**src/rtl/instruction_fetch.sv**
```systemverilog
// instruction_fetch: per-core fetch stage feeding the instruction decoder.
// Holds the program counter, issues one read request at a time to
// instruction memory and hands each word with its PC to decode over a
// valid/ready handshake. Supports launch, redirect from execute, and stops
// after delivering a HALT word.
//
// Ports:
//   i_clk, i_rst_n             clock, asynchronous active-low reset
//   i_start, i_start_pc        launch pulse and first PC (IDLE/DONE only)
//   i_redirect_valid/_pc       redirect request from execute
//   o_mem_req_valid/_addr      memory read request (addr = PC)
//   i_mem_req_ready            memory accepts the request
//   i_mem_rsp_valid/_data      read response, one per accepted request
//   o_instr_valid/_word/_pc    instruction to decode
//   i_instr_ready              decode accepts the instruction
//   o_busy, o_done             REQ/WAIT/HOLD/FLUSH, and DONE
//
// Optional feature (macro FETCH_PERF_CNT_EN): adds saturating counters
//   o_fetch_count (instructions accepted by decode) and o_stall_count
//   (cycles spent in WAIT or FLUSH).
module instruction_fetch #(
  parameter int unsigned ADDR_WIDTH  = 8,
  parameter logic [4:0]  HALT_OPCODE = 5'b11111
) (
  input  logic                  i_clk,
  input  logic                  i_rst_n,
  input  logic                  i_start,
  input  logic [ADDR_WIDTH-1:0] i_start_pc,
  input  logic                  i_redirect_valid,
  input  logic [ADDR_WIDTH-1:0] i_redirect_pc,
  output logic                  o_mem_req_valid,
  output logic [ADDR_WIDTH-1:0] o_mem_req_addr,
  input  logic                  i_mem_req_ready,
  input  logic                  i_mem_rsp_valid,
  input  logic [31:0]           i_mem_rsp_data,
  output logic                  o_instr_valid,
  output logic [31:0]           o_instr_word,
  output logic [ADDR_WIDTH-1:0] o_instr_pc,
  input  logic                  i_instr_ready,
`ifdef FETCH_PERF_CNT_EN
  output logic [31:0]           o_fetch_count,
  output logic [31:0]           o_stall_count,
`endif
  output logic                  o_busy,
  output logic                  o_done
);

  typedef enum logic [2:0] {
    StIdle, StReq, StWait, StHold, StFlush, StDone
  } state_e;

  localparam logic [ADDR_WIDTH-1:0] PcOne = {{(ADDR_WIDTH-1){1'b0}}, 1'b1};

  state_e                state_q, state_d;
  logic [ADDR_WIDTH-1:0] pc_q, pc_d;
  logic [31:0]           word_q, word_d;
  logic [ADDR_WIDTH-1:0] ipc_q, ipc_d;

  logic launch;
  logic consume;

  assign launch  = ((state_q == StIdle) || (state_q == StDone)) && i_start;
  // Redirect wins over a coincident handshake: the word is not consumed.
  assign consume = (state_q == StHold) && i_instr_ready && !i_redirect_valid;

  always_comb begin
    state_d = state_q;
    pc_d    = pc_q;
    word_d  = word_q;
    ipc_d   = ipc_q;
    unique case (state_q)
      StIdle, StDone: begin
        if (i_start) begin
          pc_d    = i_start_pc;
          state_d = StReq;
        end
      end
      StReq: begin
        if (i_redirect_valid) begin
          pc_d    = i_redirect_pc;
          // If the old request is accepted this cycle its response must be drained.
          state_d = i_mem_req_ready ? StFlush : StReq;
        end else if (i_mem_req_ready) begin
          state_d = StWait;
        end
      end
      StWait: begin
        if (i_redirect_valid) begin
          pc_d    = i_redirect_pc;
          state_d = i_mem_rsp_valid ? StReq : StFlush;
        end else if (i_mem_rsp_valid) begin
          word_d  = i_mem_rsp_data;
          ipc_d   = pc_q;
          state_d = StHold;
        end
      end
      StHold: begin
        if (i_redirect_valid) begin
          pc_d    = i_redirect_pc;
          state_d = StReq;
        end else if (i_instr_ready) begin
          if (word_q[31:27] == HALT_OPCODE) begin
            state_d = StDone;
          end else begin
            pc_d    = pc_q + PcOne;
            state_d = StReq;
          end
        end
      end
      StFlush: begin
        if (i_redirect_valid) begin
          pc_d = i_redirect_pc;
        end
        // Once the stale response drains nothing is outstanding, so a coincident
        // redirect just retargets the next request.
        if (i_mem_rsp_valid) begin
          state_d = StReq;
        end
      end
      default: state_d = StIdle;
    endcase
  end

  always_ff @(posedge i_clk or negedge i_rst_n) begin
    if (!i_rst_n) begin
      state_q <= StIdle;
      pc_q    <= '0;
      word_q  <= '0;
      ipc_q   <= '0;
    end else begin
      state_q <= state_d;
      pc_q    <= pc_d;
      word_q  <= word_d;
      ipc_q   <= ipc_d;
    end
  end

  assign o_mem_req_valid = (state_q == StReq);
  assign o_mem_req_addr  = pc_q;
  assign o_instr_valid   = (state_q == StHold);
  assign o_instr_word    = word_q;
  assign o_instr_pc      = ipc_q;
  assign o_busy          = (state_q == StReq) || (state_q == StWait) ||
                           (state_q == StHold) || (state_q == StFlush);
  assign o_done          = (state_q == StDone);

`ifdef FETCH_PERF_CNT_EN
  logic [31:0] fetch_cnt_q, fetch_cnt_d;
  logic [31:0] stall_cnt_q, stall_cnt_d;

  always_comb begin
    fetch_cnt_d = fetch_cnt_q;
    stall_cnt_d = stall_cnt_q;
    if (launch) begin
      fetch_cnt_d = '0;
      stall_cnt_d = '0;
    end else begin
      if (consume && (fetch_cnt_q != 32'hFFFF_FFFF)) begin
        fetch_cnt_d = fetch_cnt_q + 32'd1;
      end
      if (((state_q == StWait) || (state_q == StFlush)) &&
          (stall_cnt_q != 32'hFFFF_FFFF)) begin
        stall_cnt_d = stall_cnt_q + 32'd1;
      end
    end
  end

  always_ff @(posedge i_clk or negedge i_rst_n) begin
    if (!i_rst_n) begin
      fetch_cnt_q <= '0;
      stall_cnt_q <= '0;
    end else begin
      fetch_cnt_q <= fetch_cnt_d;
      stall_cnt_q <= stall_cnt_d;
    end
  end

  assign o_fetch_count = fetch_cnt_q;
  assign o_stall_count = stall_cnt_q;
`else
  logic unused_perf;
  assign unused_perf = launch ^ consume;
`endif

endmodule
```
**config.mk**
```make
export PLATFORM = sky130hd
export DESIGN_NAME = instruction_fetch
export DESIGN_NICKNAME = d
export VERILOG_FILES = /design/src/rtl/instruction_fetch.sv
export SDC_FILE = /design/constraint.sdc
export NUM_CORES = 1
export LEC_CHECK = 0
export CAP_MARGIN = 10
export CORE_MARGIN = 2
export CORE_UTILIZATION = 46
export DETAILED_ROUTE_END_ITERATION = 6
export GPL_TIMING_DRIVEN = 1
export PLACE_DENSITY = 0.87
export SETUP_SLACK_MARGIN = 0.15
export SLEW_MARGIN = 30
export SYNTH_ARGS = -nofsm -noshare
export SYNTH_HDL_FRONTEND = slang
export SYNTH_SLANG_ARGS = --single-unit
export TNS_END_PERCENT = 10
```
**constraint.sdc**
```tcl
create_clock -name i_clk -period 4.65 [get_ports i_clk]
set_clock_uncertainty 0.1 [all_clocks]
set_input_delay 0.93 -clock i_clk [delete_from_list [all_inputs] [get_ports i_clk]]
set_output_delay 0.93 -clock i_clk [all_outputs]
set_load 0.02 [all_outputs]
```
==> results of run 1 <==
final timing paths:
path | slack [ps] | endpoint | from | cells after the start
worst min register to register | 410 | o_instr_word[5] | o_instr_word[5] | 1
min in group asynchronous | 530 | state_q[0] | i_rst_n | 1
worst min-delay path | 410 | o_instr_word[5] | o_instr_word[5] | 1
worst max-delay path | 1300 | o_busy | state_q[2] | 4
worst max register to register | 2250 | o_instr_word[7] | state_q[2] | 4
max in group asynchronous | 3490 | o_instr_word[2] | i_rst_n | 1
power breakdown:
| part | internal [mW] | leakage [nW] | switching [mW] | total [mW] |
|---|---|---|---|---|
| logic | 0.699 | 0.871 | 0.650 | 1.35 |
| registers | 0.650 | 0.638 | 0.213 | 0.863 |
| clock network | 0.122 | 0.0516 | 0.152 | 0.274 |
synth_stat cells, types with 2 or more instances:
cell       instances  area share
o21ai_0           12       0.024
nor2_1             9       0.013
nand2_1           15       0.022
o22ai_1            3      0.0074
mux2_2            41        0.18
a21boi_0           2      0.0059
a221oi_1           3       0.010
buf_6              3       0.013
inv_1              5      0.0074
o2bb2ai_1          2      0.0069
nand3_1            8       0.016
nor4_1             4      0.0098
buf_2              8       0.016
a31oi_1            2      0.0049
a21o_1             3      0.0088
o31ai_1            3      0.0088
a21oi_1            5      0.0098
nand2b_1           5       0.012
nand3b_1           2      0.0059
nor2b_1            2      0.0049
nor3_1             3      0.0059
clkbuf_1           2      0.0029
dfrtp_1           51        0.50
flip-flops by register name, indices dropped and copies added (netlist names):
signal	flops
o_instr_word	32
o_instr_pc	8
o_mem_req_addr	8
state_q	3
area by class of cell:
type	instances	area, sq um	area share
timing repair buffer	107	1066	0.2869
inverter	5	18.77	0.005051
multi-input combinational	151	1169	0.3145
tap	72	90.09	0.02424
clock buffer	6	82.58	0.02222
sequential	51	1276	0.3434
clock inverter	2	13.76	0.003704
per-stage QoR:
stage               power (mW)  instances
finish                   2.485        394
global route             2.646        394
CTS                      2.503        394
detailed placement       2.221        386
global placement         2.185        386
floorplan                1.639        221
cell usage in the layout, fill, tap and decap left out, types with 3 or more instances in the layout:
master | Yosys | routed
o21ai_0 | 12 | 12
o31ai_1 | 3 | 3
nor2_1 | 9 | 9
inv_1 | 5 | 5
nor4_1 | 4 | 4
mux2_2 | 41 | 41
a21o_1 | 3 | 3
o22ai_1 | 3 | 3
nand2_1 | 15 | 15
a221oi_1 | 3 | 3
nor3_1 | 3 | 3
clkdlybuf4s50_1 | 0 | 105
clkbuf_8 | 0 | 6
nand2b_1 | 5 | 5
nand3_1 | 8 | 7
dfrtp_1 | 51 | 51
a21oi_1 | 5 | 5
metal layers:
layer,vias to the layer above,GRT usage
li1,1021,-
met1,1042,0.2638
met2,90,0.3362
met3,9,0.07816
met4,0,0.06842
met5,-,0
critical path: stages (launching register included):
cell             delay (ps)
dfrtp_1                 900
or3_4                   280
nand2_1                 150
inv_1                    80
clkdlybuf4s50_1         600
cells by family after synthesis:
group / share of synthesized area
DFF: 0.5010
muxes: 0.1896
buffers and inverters: 0.04224
and+or+nand+nor: 0.1243
AOI/OAI and AO/OA: 0.1346
xor gates and xnor gates: 0.003439
adders and majority gates: 0.004911
==> flow_metrics.py, run 1 <==
metrics = {
    "run_status": {
        "status": "finished, final reports clean",
    },
    "timing": {
        "setup_viol_count_final": 0,
        "fin_crit_ps": 3348,
        "fin_crit_sh": 0.7199,
        "worst_pin_slew_ps": 839.6,
        "relSlewSlack": 0.4402,
        "finalMaxSlewViolations": 0,
        "setup-tns-final_ps": 0,
        "grt_setup_unrepaired": "no",
        "fmax_ghz": 0.2987,
        "hold_viol": 0,
        "whs_ps": 412.5,
        "setup_slack_ps": 1302,
    },
    "detailed_routing": {
        "vias_per_cell": 5.487,
        "top_layer": "met4",
        "drc": 0,
        "dr.pass1.iters": 4,
        "drt_iter0_markers": 157,
        "met1Wirelength_microns": 2510,
        "wl_met3_microns": 573,
        "wl_met2_microns": 2999,
        "ant_nets": 0,
        "drt_wl_total_microns": 6167,
        "vias": 2162,
        "routedWlPerCell_microns": 15.65,
    },
    "setup_path": {
        "path_class": "register to output pin",
        "cp-start-kind": "register",
        "worstPathRequired_ps": 3620,
        "critPathMaxFanout": 30,
        "worst_setup_path_end_kind": "output pin",
        "arrival_ps": 2320,
    },
    "clock_network": {
        "cts_buffer_depth": 2,
        "cts.hold.buffers_added": 0,
        "cts_tree": "done",
        "cts.sinks": 51,
        "clk_latency_ps": 310,
        "path_clk_slew_ps": 100,
        "numCtsBuffers": 5,
        "cts_max_level": 2,
        "cts_root_buffer": "clkbuf_8",
        "post_cts_buffers": 0,
        "ctsResizeCount": 0,
    },
    "power_and_ir_drop": {
        "vdd_drop_max_uv": 377.5,
        "power.density_nw_per_um2": 668.6,
        "leakage_nw": 1.560,
    },
    "synth": {
        "synth_edf_count": 0,
        "yosys_register_bits": 51,
        "ys_seq_area_frac": 0.5010,
        "avgSynthCellArea_sq_um": 11.53,
        "synth.net_count": 277,
        "syn_area_sq_um": 2547,
        "ys_warn_count": 0,
        "netlist-cell-type-count": 51,
        "async_flop_share": 1.000,
        "netlist_instances": 221,
        "synth_flop_cell": "dfrtp_1",
    },
    "grt": {
        "grt_overflow": 0,
        "grt_pass1_wl_microns": 10210,
        "antenna_found_initial": 0,
        "grt.total_usage": 0.2098,
        "grt_start_max_net_pins": 52,
        "grt_pass1_vias": 2208,
    },
    "layout": {
        "area_growth_pct": 45.87,
        "nets": 377,
        "stdcell_area_sq_um": 3716,
        "drive_above_1_share": 0.1863,
        "n_antenna_cell": 0,
        "fin_util": 0.6832,
        "fill_cells": 412,
    },
    "placement": {
        "place_ws_ps": 1388,
        "dp_hpwl_microns": 4609,
        "place_area_sq_um": 3620,
        "port_buffers": 106,
        "routabilityCongestion": 0.8567,
    },
    "floorplan": {
        "rows": 27,
        "fp.dieH_microns": 78.42,
        "core-area_sq_um": 5439,
        "io_pins": 107,
        "dieArea_sq_um": 6149,
        "start_util": 0.4684,
        "die_w_microns": 78.42,
    },
    "flow_run": {
        "maxCapViolCount": 0,
    },
    "worst_hold_path": {
        "hold_class": "register to register",
    },
}
Note: power is estimated with default switching activity, not from simulation.
==> run 2: changes to the inputs <==
CORE_UTILIZATION = 39   (was 46)
PLACE_DENSITY = 0.78   (was 0.87)
clock period = 2.9 ns   (was 4.65 ns; I/O delays follow)
==> run 2 against run 1 <==
Critical path depth is 1 lower. Clock power increased by 54%. Final cell count is 3.3% higher. Highest routed layer unchanged. Flip-flop and latch count did not move.
==> flow_metrics.py, run 2 (same netlist as run 1, synthesis figures left out) <==
metrics = {
    "timing": {
        "fmax_ghz": 0.3886,
        "setup_viol_count_final": 0,
        "relSlewSlack": 0.6255,
        "whs_ps": 410.3,
        "grt_setup_unrepaired": "no",
        "setup_slack_ps": 326.9,
        "setup-tns-final_ps": 0,
        "fin_crit_ps": 2573,
        "fin_crit_sh": 0.8873,
        "finalMaxSlewViolations": 0,
        "hold_viol": 0,
        "worst_pin_slew_ps": 557.4,
    },
    "setup_path": {
        "cp-start-kind": "register",
        "r2r_end": "o_mem_req_addr[6]",
        "critPathMaxFanout": 14,
        "path_class": "register to output pin",
        "worstSetupEndpoint": "o_mem_req_valid",
        "r2r-start": "state_q[2]",
        "worst_setup_path_end_kind": "output pin",
        "arrival_ps": 1890,
        "startpoint": "state_q[0]",
        "regToRegSetupSlack_ps": 830,
        "worstPathRequired_ps": 2220,
        "rr_worst_depth": 6,
    },
    "grt": {
        "antenna_found_initial": 0,
        "grt_pass1_vias": 2166,
        "grt_pass1_wl_microns": 11000,
        "grt.total_usage": 0.1879,
        "grt_overflow": 0,
        "grt_start_max_net_pins": 31,
    },
    "floorplan": {
        "dieArea_sq_um": 7194,
        "core-area_sq_um": 6350,
        "start_util": 0.4012,
        "fp.dieH_microns": 84.82,
        "io_pins": 107,
        "die_w_microns": 84.82,
        "rows": 29,
    },
    "layout": {
        "drive_above_1_share": 0.2121,
        "fill_cells": 525,
        "n_antenna_cell": 0,
        "layout_common_cells": "clkdlybuf4s50_1, dfrtp_1, mux2_2, nand2_1, o21ai_0",
        "largest_register_ffs": 32,
        "nets": 386,
        "stdcell_area_sq_um": 3792,
        "stdcell_count": 407,
        "final_common_cell": "clkdlybuf4s50_1",
        "area_growth_pct": 48.87,
    },
    "detailed_routing": {
        "vias": 2171,
        "drt_iter0_markers": 112,
        "dr.pass1.iters": 5,
        "routedWlPerCell_microns": 16.08,
        "drc": 0,
        "drt_wl_total_microns": 6546,
        "ant_nets": 0,
        "vias_per_cell": 5.334,
    },
    "power_and_ir_drop": {
        "leakage_nw": 1.602,
        "power.density_nw_per_um2": 1062,
        "vdd_drop_max_uv": 605.8,
        "clkPwrFrac": 0.105,
        "power_switching_mw": 1.636,
        "seqPwrFrac": 0.331,
        "internal_power_mw": 2.393,
        "combPwrFrac": 0.565,
        "power_switching_share": 0.4061,
    },
    "placement": {
        "port_buffers": 106,
        "place_ws_ps": 259.3,
        "dp_hpwl_microns": 5024,
        "routabilityCongestion": 0.9540,
        "place_area_sq_um": 3684,
        "dp_cells": 399,
    },
    "clock_network": {
        "post_cts_buffers": 0,
        "cts_tree": "done",
        "path_clk_slew_ps": 90,
        "cts.sinks": 51,
        "cts_buffer_depth": 2,
        "clk_latency_ps": 300,
        "cts_root_buffer": "clkbuf_8",
        "cts_max_level": 2,
        "numCtsBuffers": 5,
    },
    "run_status": {
        "status": "finished, final reports clean",
    },
    "worst_hold_path": {
        "hold_class": "register to register",
    },
    "flow_run": {
        "maxCapViolCount": 0,
    },
}
## run 2: cell count changes in the layout (fill, tap and decap cells not counted), sizes merged
cell and delta:
dlygate4sd3 +1, dlymetal6s2s +1, clkdlybuf4s50 -1, buf +8
clkinv -1
## run 2: routing by layer
metal / vias to the layer above / GRT usage / part of all wire / wire length (microns)
met5: - / 0 / 0 / 0
met4: 0 / 0.04185 / 0.0034 / 22
met3: 2 / 0.05253 / 0.076 / 495
met2: 82 / 0.2999 / 0.49 / 3220
met1: 1056 / 0.2577 / 0.43 / 2807
li1: 1031 / - / - / -
## run 2: through the flow
step / power [mW] / utilization
floorplan: 2.628 / -
finish: 4.029 / 0.5972
global route: 4.295 / 0.5972
CTS: 4.053 / 0.5965
detailed placement: 3.612 / 0.5801
global placement: 3.560 / 0.5801
## run 2: how the worst min path moves through the flow
stage | start | slack [ps] | to | cells past startpoint
6_report | o_instr_word[24] | 410 | o_instr_word[24] | 1
5_1_grt | o_instr_word[16] | 420 | o_instr_word[16] | 1
4_1_cts | o_instr_word[24] | 410 | o_instr_word[24] | 1
3_5_place_dp | i_rst_n | 300 | o_instr_word[21] | 1
3_3_place_gp | i_rst_n | 300 | o_instr_word[21] | 1
2_1_floorplan | i_rst_n | 180 | o_instr_pc[0] | 0
## run 2: cell type report
type	instances	area, sq um	area share
Sequential cell	51	1279	0.3372
Multi-Input combinational cell	151	1171	0.3088
Timing Repair Buffer	116	1136	0.2996
Tap cell	77	96.34	0.02540
Clock buffer	6	82.58	0.02177
Inverter	5	18.77	0.004949
Clock inverter	1	8.758	0.002309
## run 2: timing repair
item,in CTS,in global routing
endpoints found under the setup margin,1,1
hold endpoints to repair,4,0
hold buffers,1,0
resized for setup,2,2
## run 2: worst max-delay path: stages (launching register included)
cell and delay [ps]:
dfrtp_2 500, or2b_1 320, nor2_1 150, clkdlybuf4s50_1 620
## run 2: power by group through the flow
stage | Sequential, mW | Combinational (mW) | Clock, mW
after floorplan | 1.64 | 0.984 | 0
after global placement | 1.32 | 2.24 | 0
after global routing | 1.39 | 2.44 | 0.465
final | 1.33 | 2.27 | 0.423
after CTS | 1.33 | 2.28 | 0.437
after detailed placement | 1.34 | 2.27 | 0
